### src/rtl/wb_select_pipe.sv
// Writeback-source selector with a 2-entry elastic output queue.
// Picks one of NUM_SRC result buses, or the link address, at push time.
// Stores the selected value with its rd tag and write enable, and presents
// them to the register-file write port in strict FIFO order.
// The head entry lives in the output registers. A second "skid" entry holds
// the younger result while the head is stalled. Because the head lives in the
// output registers, the outputs keep their last values when the queue drains.
module wb_select_pipe #(
    parameter int DATA_W      = 32,
    parameter int NUM_SRC     = 4,
    parameter int SEL_W       = 3,
    parameter int LINK_SEL    = 7,
    parameter int LINK_OFFSET = 8,
    parameter int TAG_W       = 5
) (
    input  logic                      clk,
    input  logic                      rst,
    input  logic                      flush,
    input  logic                      in_valid,
    output logic                      in_ready,
    input  logic [SEL_W-1:0]          src_sel,
    input  logic [NUM_SRC*DATA_W-1:0] src_data,
    input  logic [DATA_W-1:0]         pc_in,
    input  logic [TAG_W-1:0]          in_rd,
    input  logic                      in_we,
    output logic                      out_valid,
    input  logic                      out_ready,
    output logic [DATA_W-1:0]         out_data,
    output logic [TAG_W-1:0]          out_rd,
    output logic                      out_we,
    output logic                      sel_err
);

    logic              head_valid_q, head_valid_d;
    logic [DATA_W-1:0] head_data_q,  head_data_d;
    logic [TAG_W-1:0]  head_rd_q,    head_rd_d;
    logic              head_we_q,    head_we_d;
    logic              skid_valid_q, skid_valid_d;
    logic [DATA_W-1:0] skid_data_q,  skid_data_d;
    logic [TAG_W-1:0]  skid_rd_q,    skid_rd_d;
    logic              skid_we_q,    skid_we_d;
    logic              sel_err_q,    sel_err_d;

    logic              push, pop;
    logic              sel_ok;
    logic [DATA_W-1:0] new_data;
    logic              new_we;

    // The queue holds fewer than two entries exactly when the skid slot is empty.
    assign in_ready  = ~skid_valid_q & ~flush;
    assign push      = in_valid & in_ready;
    assign pop       = head_valid_q & out_ready;

    assign out_valid = head_valid_q;
    assign out_data  = head_data_q;
    assign out_rd    = head_rd_q;
    assign out_we    = head_we_q;
    assign sel_err   = sel_err_q;

    // Resolve the source select into the value and write enable to be stored.
    // An unknown code stores zero with the write enable cleared.
    always_comb begin
        new_data = '0;
        sel_ok   = 1'b0;
        for (int i = 0; i < NUM_SRC; i++) begin
            if (src_sel == SEL_W'(i)) begin
                new_data = src_data[i*DATA_W +: DATA_W];
                sel_ok   = 1'b1;
            end
        end
        if (src_sel == SEL_W'(LINK_SEL)) begin
            new_data = pc_in + DATA_W'(LINK_OFFSET);
            sel_ok   = 1'b1;
        end
        new_we = in_we & sel_ok;
    end

    // Next-state logic for the head/skid pair and the sticky error flag.
    always_comb begin
        head_valid_d = head_valid_q;
        head_data_d  = head_data_q;
        head_rd_d    = head_rd_q;
        head_we_d    = head_we_q;
        skid_valid_d = skid_valid_q;
        skid_data_d  = skid_data_q;
        skid_rd_d    = skid_rd_q;
        skid_we_d    = skid_we_q;
        sel_err_d    = sel_err_q | (push & ~sel_ok);

        if (flush) begin
            head_valid_d = 1'b0;
            skid_valid_d = 1'b0;
        end else begin
            if (pop) begin
                if (skid_valid_q) begin
                    head_data_d  = skid_data_q;
                    head_rd_d    = skid_rd_q;
                    head_we_d    = skid_we_q;
                    skid_valid_d = 1'b0;
                end else begin
                    head_valid_d = 1'b0;
                end
            end
            if (push) begin
                // A push while popping only happens with one entry queued,
                // so the new entry goes straight to the head.
                if (!head_valid_q || pop) begin
                    head_valid_d = 1'b1;
                    head_data_d  = new_data;
                    head_rd_d    = in_rd;
                    head_we_d    = new_we;
                end else begin
                    skid_valid_d = 1'b1;
                    skid_data_d  = new_data;
                    skid_rd_d    = in_rd;
                    skid_we_d    = new_we;
                end
            end
        end
    end

    // Queue and error-flag registers; reset empties everything at once.
    always_ff @(posedge clk or posedge rst) begin
        if (rst) begin
            head_valid_q <= 1'b0;
            head_data_q  <= '0;
            head_rd_q    <= '0;
            head_we_q    <= 1'b0;
            skid_valid_q <= 1'b0;
            skid_data_q  <= '0;
            skid_rd_q    <= '0;
            skid_we_q    <= 1'b0;
            sel_err_q    <= 1'b0;
        end else begin
            head_valid_q <= head_valid_d;
            head_data_q  <= head_data_d;
            head_rd_q    <= head_rd_d;
            head_we_q    <= head_we_d;
            skid_valid_q <= skid_valid_d;
            skid_data_q  <= skid_data_d;
            skid_rd_q    <= skid_rd_d;
            skid_we_q    <= skid_we_d;
            sel_err_q    <= sel_err_d;
        end
    end

endmodule
### config.mk
export PLATFORM = sky130hd
export DESIGN_NAME = wb_select_pipe
export DESIGN_NICKNAME = d
export VERILOG_FILES = /design/src/rtl/wb_select_pipe.sv
export SDC_FILE = /design/constraint.sdc
export NUM_CORES = 1
export LEC_CHECK = 0
export BUFFER_PORTS_ARGS = -buffer_cell sky130_fd_sc_hd__buf_2
export CAP_MARGIN = 20
export CORE_UTILIZATION = 50
export DETAILED_ROUTE_END_ITERATION = 12
export MAX_ROUTING_LAYER = met4
export PLACE_DENSITY_LB_ADDON = 0.1
export SETUP_SLACK_MARGIN = 0.5
export SLEW_MARGIN = 15
export SYNTH_ARGS = -nofsm -noshare
export SYNTH_HDL_FRONTEND = slang
export SYNTH_SLANG_ARGS = --single-unit
### constraint.sdc
create_clock -name clk -period 3.4 [get_ports clk]
set_input_delay 0.34 -clock clk [delete_from_list [all_inputs] [get_ports clk]]
set_output_delay 0.34 -clock clk [all_outputs]
set_load 0.03 [all_outputs]
==> flow_summary_export.csv <==
group,metric,value,unit
floorplanning,io_pins,215,
yosys,yosys.area.top_type_share,40.86,%
sta,max_freq,447.0,MHz
cells_and_area,drive_gt1_share,40.83,%
critical_path,start_kind,"flip-flop",
floorplanning,num_rows,35,
grt,grt_overflow,0,
clock_network,cts_buffers,9,
placement,place.gp.congestion,0.9064,
yosys,synth_common_cells,"dfrtp_1 (79), nand2_1 (76), o21ai_0 (41), a21oi_1 (31), o22ai_1 (30)",
critical_path,crit_path_max_fanout,24,
floorplanning,core_area,0.009328,mm2
sta,setup_viol,0,
critical_path,worstSetupEndpointType,"flip-flop",
sta,finalCritPeriodShare,65.80,%
grt,grt_pass1_wl,24.40,mm
yosys,synth_area,0.004838,mm2
clock_network,cts_setup_buffers,0,
yosys,async_flop_share,100.0,%
run_status,outcome,"completed",
yosys,ys_warn_count,0,
yosys,yosysMostFrequentCell,"dfrtp_1",
clock_network,clkTransAtPathRegs,0.09,ns
clock_network,htree_num_levels,3,
yosys,synth-seq-area-share,40.86,%
grt,antenna_found_initial,1,
cells_and_area,final_util,66.20,%
sta,rsz0062_at_grt,"no",
yosys,synth_edf_count,0,
critical_path,cp_data_arrival_time,2.49,ns
cells_and_area,stdcell_count,828,
yosys,synth_flop_cell,"dfrtp_1",
grt,first_global_vias,4828,
sta,worst_pin_slew,1.007,ns
clock_network,cts_root_buf,"clkbuf_8",
yosys,ys_ff_latch,79,
yosys,avgSynthCellArea,9.735,um2
route,drc_errors,0,
route,vias_per_cell,5.961,
sta,drv_slew,0,
power_and_ir_drop,leakage,0.002863,uW
min_path,min_path_type,"in2async",
floorplanning,die-height,100.4,um
job,max-cap-violations,0,
sta,post-route-min-period,2.237,ns
clock_network,cts_num_sinks,79,
clock_network,cts.hold.buffers_added,0,
sta,hold_slack,0.1344,ns
power_and_ir_drop,powerDensity,463.5,mW/mm2
route,routed_wl,15.66,mm
critical_path,critPathRequiredTime,3.66,ns
cells_and_area,nNetsFinal,868,
yosys,postSynthNetCount,672,
clock_network,tritoncts,"yes",
route,vias,4936,
critical_path,critPathKind,"reg2reg",
power_and_ir_drop,peakVddDrop,0.1950,mV
sta,hold_viol,0,
power_and_ir_drop,power,2862,uW
route,drtPass1Iterations,5,
placement,io_buffers,214,
floorplanning,dieArea,0.01007,mm2
yosys,synth.area.top_cells,"dfrtp_1 (41%), mux4_2 (13%), nand2_1 (5.9%)",
grt,grt_max_degree,58,
critical_path,r2r_slack,1.16,ns
route,wl_per_cell,18.91,um
grt,groute.usage.overall,32.74,%
clock_network,clockBufferDepth,2,
clock_network,cts-resized-gates,0,
yosys,yosysTopAreaCell,"dfrtp_1",
floorplanning,fp.dieW,100.4,um
route,ant_nets,0,
yosys,syn_inst,497,
clock_network,clkLatencyLatePin,0.35,ns
sta,slew-limit-headroom,32.66,%
placement,place_hpwl,11.93,mm
route,drtIter0Drc,315,
sta,finalClockSkew,0.01095,ns
sta,fin_tns_setup,0,ns
floorplanning,start_util,51.87,%
placement,placed_cells,811,
yosys,synth_cell_types,54,
cells_and_area,syn_to_final_growth,27.62,%
==> worst paths after layout <==
path                         startpoint            to  cells after the start
max in group asynchronous           rst  out_data[20]                      3
setup / recovery           skid_valid_q  out_data[31]                      6
hold reg to reg               out_rd[2]     out_rd[2]                      2
setup reg to reg           skid_valid_q  out_data[31]                      6
hold / removal                      rst   out_data[2]                      2
min in group clk               in_rd[0]  skid_rd_q[0]                      3
==> flip-flops by register name, indices dropped and copies added, names as in the netlist <==
register,flops
out_valid,1
skid_rd_q,5
sel_err,1
skid_data_q,32
out_rd,5
skid_we_q,1
skid_valid_q,1
out_data,32
out_we,1
==> layout make-up <==
class	count	area, um2
antenna	1	2.502
clock buffer	10	137.6
clock inverter	6	51.30
fill	806	3153
inverter	6	23.77
multi-input combinational	374	2683
sequential	79	1977
tap	129	161.4
timing repair buffer	223	1139
==> cell families (layout without fill, tap and decap cells) <==
family / after synthesis / count (layout) / share of synthesized area [%]
adders and majority gates: 1 / 1 / 0.2586
AOI/OAI and AO/OA: 166 / 166 / 21.28
xor gates and xnor gates: 15 / 15 / 2.715
buffers and inverters: 44 / 245 / 3.853
muxes: 34 / 34 / 14.07
and+or+nand+nor: 158 / 158 / 16.96
other: 0 / 1 / 0
DFF: 79 / 79 / 40.86
==> routing by layer <==
layer  share of wire [%]  global-route usage (%)  vias to the layer above  routed length (um)
li1                    -                       -                     2285                   -
met1                  41                   42.22                     2371                6394
met2                  49                   52.69                      257                7663
met3                 8.3                   5.641                       23                1304
met4                 1.9                   10.81                        0                 299
met5                   0                       -                        -                   0
==> worst max-delay path: stages, from the launching register on <==
cell      delay [ns]
dfrtp_1         0.45
nor3b_1         0.40
a21oi_1         0.17
nor2_2          0.37
buf_4           0.40
o22ai_1         0.12
a211oi_1        0.22
==> through the flow <==
step | setup WS (ns) | instance area (um2)
final | 1.163 | 6175
after global routing | 1.009 | 6175
after CTS | 1.209 | 6172
after detailed placement | 0.9495 | 5983
after global placement | 1.025 | 5983
after floorplan | 1.037 | 4838
==> power by group <==
part | internal [uW] | switching [uW]
Combinational | 363 | 549
Clock | 294 | 381
Sequential | 1150 | 127
Total | 1800 | 1060
==> layout by cell type (no fill, tap or decap), types with 5 or more instances in the layout <==
cell type  instances
xor2_1             7
mux2i_1            5
buf_2            214
nor3_1             7
mux4_2            27
o21ai_0           41
nand2_1           75
o221ai_1           6
o22ai_1           30
a31oi_1           13
xnor2_1            8
nand4_1            6
inv_1              5
nor2_1            12
nor2b_1            5
dfrtp_1           79
nand3_1            9
a21oi_1           31
a22oi_1           19
clkbuf_8          10
buf_4              9
nor4_1             9
Power figures use the tool's default switching activity.
